--- config.mk ---
export PLATFORM = sky130hd
export DESIGN_NAME = ps2_key_decoder
export DESIGN_NICKNAME = d
export VERILOG_FILES = /design/src/rtl/ps2_pkg.sv /design/src/rtl/ps2_ascii_lut.sv /design/src/rtl/ps2_key_decoder.sv
export SDC_FILE = /design/constraint.sdc
export NUM_CORES = 1
export LEC_CHECK = 0
export BUFFER_PORTS_ARGS = -buffer_cell sky130_fd_sc_hd__buf_2
export CAP_MARGIN = 5
export CORE_MARGIN = 10
export CORE_UTILIZATION = 45
export CTS_CLUSTER_DIAMETER = 120
export CTS_CLUSTER_SIZE = 12
export DETAILED_ROUTE_END_ITERATION = 12
export PLACE_DENSITY = 0.65
export SLEW_MARGIN = 30
export SYNTH_ARGS = -nofsm -noshare
export SYNTH_HDL_FRONTEND = slang
export SYNTH_SLANG_ARGS = --single-unit
--- constraint.sdc ---
create_clock -name clk -period 7 [get_ports clk]
set_input_delay 1.4 -clock clk [delete_from_list [all_inputs] [get_ports clk]]
set_output_delay 1.4 -clock clk [all_outputs]
set_load 0.02 [all_outputs]
--- src/rtl/ps2_pkg.sv ---
`default_nettype none
// ============================================================================
//  Package     : ps2_pkg
//  Description : Shared definitions for the PS/2 scan-code decoder: the
//                prefix-sequence state encoding, the special scan-code
//                constants and the length of the Pause-key tail.
//  Revision    : 1.0 - initial release
// ============================================================================
package ps2_pkg;

    // Prefix-sequence states. Each state is followed by a one-cycle POP
    // sub-cycle, tracked separately by the decoder's pop flag.
    typedef enum logic [2:0] {
        ST_IDLE   = 3'd0,
        ST_BRK    = 3'd1,
        ST_EXT    = 3'd2,
        ST_EXTBRK = 3'd3,
        ST_SKIP   = 3'd4
    } seq_state_t;

    localparam logic [7:0] CODE_BREAK  = 8'hF0;
    localparam logic [7:0] CODE_EXT    = 8'hE0;
    localparam logic [7:0] CODE_PAUSE  = 8'hE1;
    localparam logic [7:0] CODE_LSHIFT = 8'h12;
    localparam logic [7:0] CODE_RSHIFT = 8'h59;

    // Bytes discarded after the E1 that opens the Pause sequence.
    localparam logic [2:0] SKIP_LEN    = 3'd7;

    // True for the two (non-extended) Shift scan codes.
    function automatic logic is_shift_code(input logic ext, input logic [7:0] code);
        return !ext && ((code == CODE_LSHIFT) || (code == CODE_RSHIFT));
    endfunction

endpackage
`default_nettype wire

--- src/rtl/ps2_ascii_lut.sv ---
`default_nettype none
// ============================================================================
//  Module      : ps2_ascii_lut
//  Description : Combinational scan-code-set-2 to ASCII table covering
//                letters, digits and space. Extended codes and anything not
//                in the table map to 00h.
//  Ports       : ext   - code carried an E0 prefix
//                code  - scan code
//                upper - select upper-case letters
//                ascii - resulting ASCII byte (00h when unmapped)
//  Revision    : 1.0 - initial release
// ============================================================================
module ps2_ascii_lut (
    input  logic       ext,
    input  logic [7:0] code,
    input  logic       upper,
    output logic [7:0] ascii
);

    logic [7:0] lower;

    always_comb begin
        lower = 8'h00;
        case (code)
            8'h1C: lower = 8'h61; // a
            8'h32: lower = 8'h62; // b
            8'h21: lower = 8'h63; // c
            8'h23: lower = 8'h64; // d
            8'h24: lower = 8'h65; // e
            8'h2B: lower = 8'h66; // f
            8'h34: lower = 8'h67; // g
            8'h33: lower = 8'h68; // h
            8'h43: lower = 8'h69; // i
            8'h3B: lower = 8'h6A; // j
            8'h42: lower = 8'h6B; // k
            8'h4B: lower = 8'h6C; // l
            8'h3A: lower = 8'h6D; // m
            8'h31: lower = 8'h6E; // n
            8'h44: lower = 8'h6F; // o
            8'h4D: lower = 8'h70; // p
            8'h15: lower = 8'h71; // q
            8'h2D: lower = 8'h72; // r
            8'h1B: lower = 8'h73; // s
            8'h2C: lower = 8'h74; // t
            8'h3C: lower = 8'h75; // u
            8'h2A: lower = 8'h76; // v
            8'h1D: lower = 8'h77; // w
            8'h22: lower = 8'h78; // x
            8'h35: lower = 8'h79; // y
            8'h1A: lower = 8'h7A; // z
            8'h45: lower = 8'h30; // 0
            8'h16: lower = 8'h31; // 1
            8'h1E: lower = 8'h32; // 2
            8'h26: lower = 8'h33; // 3
            8'h25: lower = 8'h34; // 4
            8'h2E: lower = 8'h35; // 5
            8'h36: lower = 8'h36; // 6
            8'h3D: lower = 8'h37; // 7
            8'h3E: lower = 8'h38; // 8
            8'h46: lower = 8'h39; // 9
            8'h29: lower = 8'h20; // space
            default: lower = 8'h00;
        endcase

        // Shift only changes letters; digits and space are unaffected.
        if (ext) begin
            ascii = 8'h00;
        end else if (upper && (lower >= 8'h61) && (lower <= 8'h7A)) begin
            ascii = lower - 8'h20;
        end else begin
            ascii = lower;
        end
    end

endmodule
`default_nettype wire

--- src/rtl/ps2_key_decoder.sv ---
`default_nettype none
// ============================================================================
//  Module      : ps2_key_decoder
//  Description : Pops bytes from a PS/2 keyboard FIFO, tracks the E0/F0/E1
//                prefix sequences and emits one registered make/break event
//                per complete scan code. Tracks Shift, the currently held
//                key (optionally filtering typematic repeats), counts
//                accepted presses and latches FIFO overflow.
//  Ports       : clk, rst        - clock, synchronous active-high reset
//                kb_data         - FIFO head byte
//                kb_ready        - FIFO non-empty
//                kb_overflow     - FIFO overflow indication
//                kb_nextdata_n   - active-low FIFO pop (one cycle)
//                key_valid       - one-cycle event strobe
//                key_make        - 1 press / 0 release
//                key_ext         - event had an E0 prefix
//                key_code        - scan code of last event
//                key_ascii       - ASCII of key_code (00h if unmapped)
//                key_held        - a non-modifier key is held
//                press_cnt       - accepted make events (wrapping)
//                err_ovf         - sticky overflow flag
//  Revision    : 1.0 - initial release
// ============================================================================
module ps2_key_decoder
    import ps2_pkg::*;
#(
    parameter int CNT_W         = 8,
    parameter int REPEAT_FILTER = 1,
    parameter int SHIFT_EN      = 1
) (
    input  logic             clk,
    input  logic             rst,
    input  logic [7:0]       kb_data,
    input  logic             kb_ready,
    input  logic             kb_overflow,
    output logic             kb_nextdata_n,
    output logic             key_valid,
    output logic             key_make,
    output logic             key_ext,
    output logic [7:0]       key_code,
    output logic [7:0]       key_ascii,
    output logic             key_held,
    output logic [CNT_W-1:0] press_cnt,
    output logic             err_ovf
);

    // ------------------------------------------------------------------
    // State
    // ------------------------------------------------------------------
    seq_state_t       state, state_n;
    logic             pop, pop_n;
    logic [2:0]       skip_cnt, skip_cnt_n;
    logic [8:0]       held_key, held_key_n;       // {ext, code}
    logic             held_flag, held_flag_n;
    logic             shift_l, shift_l_n;
    logic             shift_r, shift_r_n;
    logic             valid_n;
    logic             make_n;
    logic             ext_n;
    logic [7:0]       code_n;
    logic [CNT_W-1:0] cnt_n;

    logic             capture;
    logic             term;        // captured byte completes a scan code
    logic             term_make;
    logic             term_ext;
    logic             upper;

    // A byte is taken only outside the POP sub-cycle, so throughput is at
    // most one byte every two cycles and kb_ready is ignored during POP.
    assign capture = kb_ready && kb_nextdata_n && !pop;

    // ------------------------------------------------------------------
    // Next-state / event logic
    // ------------------------------------------------------------------
    always_comb begin
        state_n     = state;
        pop_n       = capture;
        skip_cnt_n  = skip_cnt;
        held_key_n  = held_key;
        held_flag_n = held_flag;
        shift_l_n   = shift_l;
        shift_r_n   = shift_r;
        valid_n     = 1'b0;
        make_n      = key_make;
        ext_n       = key_ext;
        code_n      = key_code;
        cnt_n       = press_cnt;
        term        = 1'b0;
        term_make   = 1'b0;
        term_ext    = 1'b0;

        if (capture) begin
            case (state)
                ST_IDLE: begin
                    if (kb_data == CODE_BREAK) begin
                        state_n = ST_BRK;
                    end else if (kb_data == CODE_EXT) begin
                        state_n = ST_EXT;
                    end else if (kb_data == CODE_PAUSE) begin
                        state_n    = ST_SKIP;
                        skip_cnt_n = 3'd0;
                    end else begin
                        term      = 1'b1;
                        term_make = 1'b1;
                    end
                end
                ST_EXT: begin
                    if (kb_data == CODE_BREAK) begin
                        state_n = ST_EXTBRK;
                    end else if ((kb_data == CODE_EXT) || (kb_data == CODE_PAUSE)) begin
                        state_n = ST_EXT;    // redundant prefix, discard
                    end else begin
                        state_n   = ST_IDLE;
                        term      = 1'b1;
                        term_make = 1'b1;
                        term_ext  = 1'b1;
                    end
                end
                ST_BRK, ST_EXTBRK: begin
                    if (kb_data == CODE_BREAK) begin
                        state_n = state;
                    end else if (kb_data == CODE_EXT) begin
                        state_n = ST_EXTBRK;
                    end else if (kb_data == CODE_PAUSE) begin
                        state_n    = ST_SKIP;
                        skip_cnt_n = 3'd0;
                    end else begin
                        state_n  = ST_IDLE;
                        term     = 1'b1;
                        term_ext = (state == ST_EXTBRK);
                    end
                end
                ST_SKIP: begin
                    if (skip_cnt == (SKIP_LEN - 3'd1)) begin
                        state_n    = ST_IDLE;
                        skip_cnt_n = 3'd0;
                    end else begin
                        skip_cnt_n = skip_cnt + 3'd1;
                    end
                end
                default: begin
                    state_n    = ST_IDLE;
                    skip_cnt_n = 3'd0;
                end
            endcase
        end

        if (term) begin
            if (is_shift_code(term_ext, kb_data)) begin
                // Modifiers always report, but never touch held/count.
                if (kb_data == CODE_LSHIFT) shift_l_n = term_make;
                else                        shift_r_n = term_make;
                valid_n = 1'b1;
            end else if (term_make) begin
                if ((REPEAT_FILTER != 0) && held_flag && (held_key == {term_ext, kb_data})) begin
                    valid_n = 1'b0;   // typematic repeat of the held key
                end else begin
                    valid_n     = 1'b1;
                    held_key_n  = {term_ext, kb_data};
                    held_flag_n = 1'b1;
                    cnt_n       = press_cnt + CNT_W'(1);
                end
            end else begin
                valid_n = 1'b1;
                if (held_flag && (held_key == {term_ext, kb_data})) begin
                    held_flag_n = 1'b0;
                end
            end

            if (valid_n) begin
                make_n = term_make;
                ext_n  = term_ext;
                code_n = kb_data;
            end
        end
    end

    // ------------------------------------------------------------------
    // Registers
    // ------------------------------------------------------------------
    always_ff @(posedge clk) begin
        if (rst) begin
            state         <= ST_IDLE;
            pop           <= 1'b0;
            kb_nextdata_n <= 1'b1;
            skip_cnt      <= 3'd0;
            held_key      <= 9'd0;
            held_flag     <= 1'b0;
            shift_l       <= 1'b0;
            shift_r       <= 1'b0;
            key_valid     <= 1'b0;
            key_make      <= 1'b0;
            key_ext       <= 1'b0;
            key_code      <= 8'h00;
            press_cnt     <= '0;
            err_ovf       <= 1'b0;
        end else begin
            state         <= state_n;
            pop           <= pop_n;
            kb_nextdata_n <= !pop_n;
            skip_cnt      <= skip_cnt_n;
            held_key      <= held_key_n;
            held_flag     <= held_flag_n;
            shift_l       <= shift_l_n;
            shift_r       <= shift_r_n;
            key_valid     <= valid_n;
            key_make      <= make_n;
            key_ext       <= ext_n;
            key_code      <= code_n;
            press_cnt     <= cnt_n;
            if (kb_overflow) err_ovf <= 1'b1;
        end
    end

    assign key_held = held_flag;
    assign upper    = (SHIFT_EN != 0) && (shift_l || shift_r);

    ps2_ascii_lut u_ascii_lut (
        .ext   (key_ext),
        .code  (key_code),
        .upper (upper),
        .ascii (key_ascii)
    );

endmodule
`default_nettype wire
-- After elaboration in Yosys (flattened, before gate mapping)
Memories as Yosys holds them, arrays and structs flattened. A register that Yosys moved wholly into a read port is not among the register bits.
Index checks and enable logic that the tools add are counted.
- magnitude comparators: 2
- bitwise logic cells: 5
- reductions and logical operators: 24
- eq/ne operators: 18
- $add $sub $neg: 3
- multiplexer cells: 41
- operators by type and width (kind ; count):
    3-bit 2-to-1 mux ; 11
    8-bit equality test (second input constant) ; 3
    8-bit 2-to-1 mux ; 3
    1-bit 2-to-1 mux ; 18
    7-bit 2-to-1 mux ; 2
    3-bit one-hot mux with 4 select lines ; 1
    4-bit AND reduction ; 3
    2-bit != test (second input constant) ; 5
    9-bit equality test ; 1
    3-bit one-hot mux with 3 select lines ; 1
    8-bit by 1-bit adder with 8-bit output (second input constant) ; 1
    8-bit by 5-bit equality test with 1-bit output (second input constant) ; 1
    8-bit by 7-bit equality test with 1-bit output (second input constant) ; 1
    8-bit by 7-bit >= comparator with 1-bit output (second input constant) ; 1
    8-bit by 7-bit <= comparator with 1-bit output (second input constant) ; 1
    8-bit by 6-bit subtractor with 8-bit output (second input constant) ; 1
    3-bit by 2-bit equality test with 1-bit output (second input constant) ; 2
    3-bit equality test (second input constant) ; 2
    1-bit logical AND ; 6
    1-bit one-hot mux with 2 select lines ; 3
    3-bit AND reduction ; 2
    1-bit inverter ; 5
    5-bit AND reduction ; 1
    2-bit 2-to-1 mux ; 2
    other kinds (11) ; 16
- output and inout port bits: 30
- flip-flop bits (word level): 40
- memory bits (read-only): 896
- logic and storage cells: 108
- input bits: 12
- memories kept: 1
- memories (memory ; words ; width ; rd ports ; clocked after memory_dff ; write ports ; line ; source):
    (no name shown) ; 128 ; 7 ; 1 ; 1 ; 0 ; ps2_ascii_lut.sv:24 ; case (code)

-- Depth between registers and ports, before layout
- word-level depth: 15
- gate-level depth with buffers: 18
- depth with buffers taken out: 15

-- By module
Synthesis repeated with hierarchy kept, for this count alone.
- cells, all modules: 401
- area total of the unflattened synthesis: 3224.3 µm²
- modules (own cells, without submodules) (module ; area an instance (µm²) ; cells each ; times used):
    ps2_key_decoder ; 2230.9 ; 246 ; 1
    ps2_ascii_lut ; 993.5 ; 155 ; 1

-- Worst setup path after synthesis
No wires, ideal clock.
- path type: input to register
- start: in kb_data[6]
- end: reg (tool-made name)
- setup slack: 2.402 ns
- stages: 18
- data arrival time: 4.463 ns
- library setup time: 0.135 ns
- cells stage by stage: clkbuf_2 -> nor2b_4 -> a311oi_4 -> a21oi_1 -> o21ai_0 -> inv_1 -> ha_1 -> buf_2 -> a21oi_4 -> buf_6 -> mux2i_1 -> or2_1 -> inv_1 -> ha_1 -> a21o_1 -> and2_1 -> a221oi_1 -> o221ai_1
- RTL lines (item ; line ; source):
    from (decl) ; ps2_key_decoder.sv:33 ; input logic [7:0] kb_data,

==> impl_results.md <==
- Status: finished, final reports clean
- Final max-slew violation count: 0
- Ys Warns: 0
- Clock transition at the registers of the reported paths: 0.10 ns
- Cell family with most CP delay: compound AO/OA/AOI/OAI gates
- Switching power: 0.0002033 W
- Final wirelength: 8491 µm
- Die ar.: 11060 µm²
- Main synth FF type: dfxtp_1
- Lkg Pwr: 1.452 nW
- Fillers: 694
- Vias: 3066
- Dpl hpwl: 6277 µm
- Die Wd: 105.2 µm
- Ys async rst share: 0%
- Crit-path max cell delay: 0.66 ns
- Fin. Hold Viols: 0
- WP buf/inv: 3
- CP max-delay cell: a21o_1
- Root Driver: clkbuf_8
- Fin util: 51.32%
- Post-synth EDFFs: 0
- Post-synthesis cell type count: 73
- Worst-Margin Slew: 0.8023 ns
- Max VDD drop: 0.1066 mV
- Seq pwr share: 45.1%
- Vias in the first global route: 2779
- Rel. slew slack: 46.51%
- Final Instance Area: 3545 µm²
- Starting DRT DRC Count: 277
- Switch share: 31.64%
- Number of synthesized register bits: 47
- Power per cell area: 181.3 nW/µm²
- Routed Antenna Nets: 0
- PortBufs: 41
- Post-synthesis sequential area ratio: 28.82%
- CP Max Fanout: 18
- Worst setup SP type: primary input
- H-tree level count: 2
- Syn_area_per_cell: 7.981 µm²
- Max-cap violations: 0
- Clock latency at the later pin of the worst-skew pair: 0.31 ns
- Cell Area, Placed: 3427 µm²
- Initial DRT Pass Iterations: 5
- DR vias/cell: 5.818
- Hold_sp: err_ovf
- CP startpoint: kb_data[3]
- Worst Path Required: 7.20 ns
- Minimum clock period: 5.413 ns
- Routability Congestion: 0.9157
- RSZ-0062 raised after global routing: false
- CTS Sinks: 47
- Power, Total: 0.0006426 W
- Mapped Area: 3264 µm²
- Inserted Clock Buffers: 5
- Worst hold path class: reg -> reg
- Setup TNS Final: 0 ns
- First-pass GRT wire length: 13810 µm
- Final clock skew: 0.005194 ns
- Starting Density: 47.26%
- Highest Clock Rate: 184.8 MHz
- Period Utilization, post-route: 77.32%
- Crit path capture type: flip-flop
- Gate Count Post-Synth: 409
- Final Setup Violations: 0
- Remaining Overflow, GRT: 0
- Gate power share: 22.5%
- Hold Slack: 0.4702 ns
- Area Overhead vs Synth: 8.586%
- DR WL/cell: 16.11 µm
- Internal Power: 0.0004392 W
- Layout cells sized above 1: 16.47%
- CTS tree: done
- # DRC: 0
- # Post-CTS Setup Buffers: 0
- Total track usage: 14.52%
- Clk pwr share: 32.4%
- Syn_nets: 429
- Core area: 6907 µm²
- Hold Buf Count CTS: 0
- Max clock buf depth: 2
- RR Startpoint: pop
- PostCTS Resize Cnt: 0
- Ant diodes: 0
- Core Rows: 30
- Antenna violations before repair: 0
- Setup CP Type: in -> reg
- CP Cell Sequence: buf_2 -> and4bb_4 -> a311oi_4 -> and3_1 -> o21ai_0 -> inv_1 -> ha_1 -> a21o_1 -> nand2_1 -> a21oi_1 -> inv_1 -> ha_1 -> a31oi_1 -> o32ai_1 -> a21oi_1 -> o221ai_1
- I/O pin cnt: 42
- Largest net degree at the start of global routing: 55
- Chip height: 105.2 µm
- Worst Path Arrival: 5.61 ns
- Fin nets: 450
-- cell families (layout without fill, tap and decap cells) --
family / after synthesis / count (layout) / share of synthesized area (%)
adder cells (fa/ha/maj): 8 / 8 / 3.066
XOR/XNOR: 15 / 15 / 4.025
buffers and inverters: 47 / 69 / 7.282
AND/OR/NAND/NOR: 169 / 169 / 26.37
flip-flops: 47 / 47 / 28.82
multiplexers: 21 / 21 / 7.359
AO/OA/AOI/OAI: 102 / 102 / 23.08
-- synth_stat cells, types with 3 or more instances --
cell	number	area share, %
a211oi_1	4	0.92
a21o_1	4	0.92
a21oi_1	24	3.7
a22oi_1	6	1.4
a31oi_1	7	1.3
and2_1	8	1.5
and3_1	9	1.7
buf_2	9	1.4
buf_4	3	0.69
buf_6	5	1.7
clkbuf_1	8	0.92
dfxtp_1	47	29
ha_1	8	3.1
inv_1	17	2.0
inv_2	3	0.34
mux2i_1	16	4.9
nand2_1	39	4.5
nand2b_1	3	0.57
nand3_1	6	0.92
nand4_1	5	0.96
nor2_1	60	6.9
nor2b_1	4	0.77
nor3_1	8	1.2
nor3b_1	7	1.6
o211ai_1	5	1.1
o21ai_0	13	2.0
o21ai_1	4	0.61
o31ai_1	3	0.69
or3_1	5	0.96
xnor2_1	9	2.4
xor2_1	6	1.6
-- area by class of cell --
cell class                      instances  area, µm²  share of cell area, %
Sequential cell                        47      940.9                  26.54
Clock buffer                            5      68.82                  1.941
Multi-Input combinational cell        315       2086                  58.84
Timing Repair Buffer                   41      207.7                  5.860
Inverter                               20      75.07                  2.118
Clock inverter                          3      46.29                  1.306
Tap cell                               96      120.1                  3.389
-- metrics by stage --
| step | std cells | worst slack, ns |
|---|---|---|
| after floorplan | 409 | 2.402 |
| after global placement | 519 | 1.402 |
| after detailed placement | 519 | 1.370 |
| after CTS | 527 | 1.676 |
| after global routing | 527 | 1.191 |
| final | 527 | 1.587 |
-- worst min-delay path, cell delays in order, from the launching register on --
cell     delay, ns
dfxtp_1       0.33
nor2_1        0.04
nor2_1        0.06
-- per-layer routing --
| metal | track usage (%) | wire length, µm |
|---|---|---|
| met5 | 0 | 0 |
| met4 | 4.216 | 127 |
| met3 | 3.931 | 683 |
| met2 | 21.44 | 3632 |
| met1 | 20.01 | 4047 |
-- power by group through the flow --
stage / logic (W) / clock network [W] / registers, W
5_1_grt: 0.000158 / 0.000225 / 0.000292
6_report: 0.000144 / 0.000208 / 0.000290
3_5_place_dp: 0.000143 / 0 / 0.000296
2_1_floorplan: 0.000107 / 0 / 0.000301
4_1_cts: 0.000144 / 0.000214 / 0.000290
3_3_place_gp: 0.000143 / 0 / 0.000296
-- cell usage in the layout (no fill, tap or decap), types with 3 or more instances in the layout --
master / count
nor2_1: 60
dfxtp_1: 47
buf_2: 40
nand2_1: 39
a21oi_1: 24
inv_1: 17
mux2i_1: 16
o21ai_0: 13
and3_1: 9
xnor2_1: 9
nor3_1: 8
and2_1: 8
ha_1: 8
nor3b_1: 7
a31oi_1: 7
nand3_1: 6
a22oi_1: 6
xor2_1: 6
nand4_1: 5
or3_1: 5
o211ai_1: 5
clkbuf_8: 5
nor2b_1: 4
a21o_1: 4
o21ai_1: 4
a211oi_1: 4
inv_2: 3
nand2b_1: 3
o31ai_1: 3
-- path summary, 6_finish.rpt --
check	depth (start not counted)	slack, ns	to
max	16	1.59	flip-flop
min	2	0.47	err_ovf
max reg2reg	15	2.41	flip-flop
min reg2reg	2	0.47	err_ovf
Note: power is estimated with default switching activity, not from simulation.
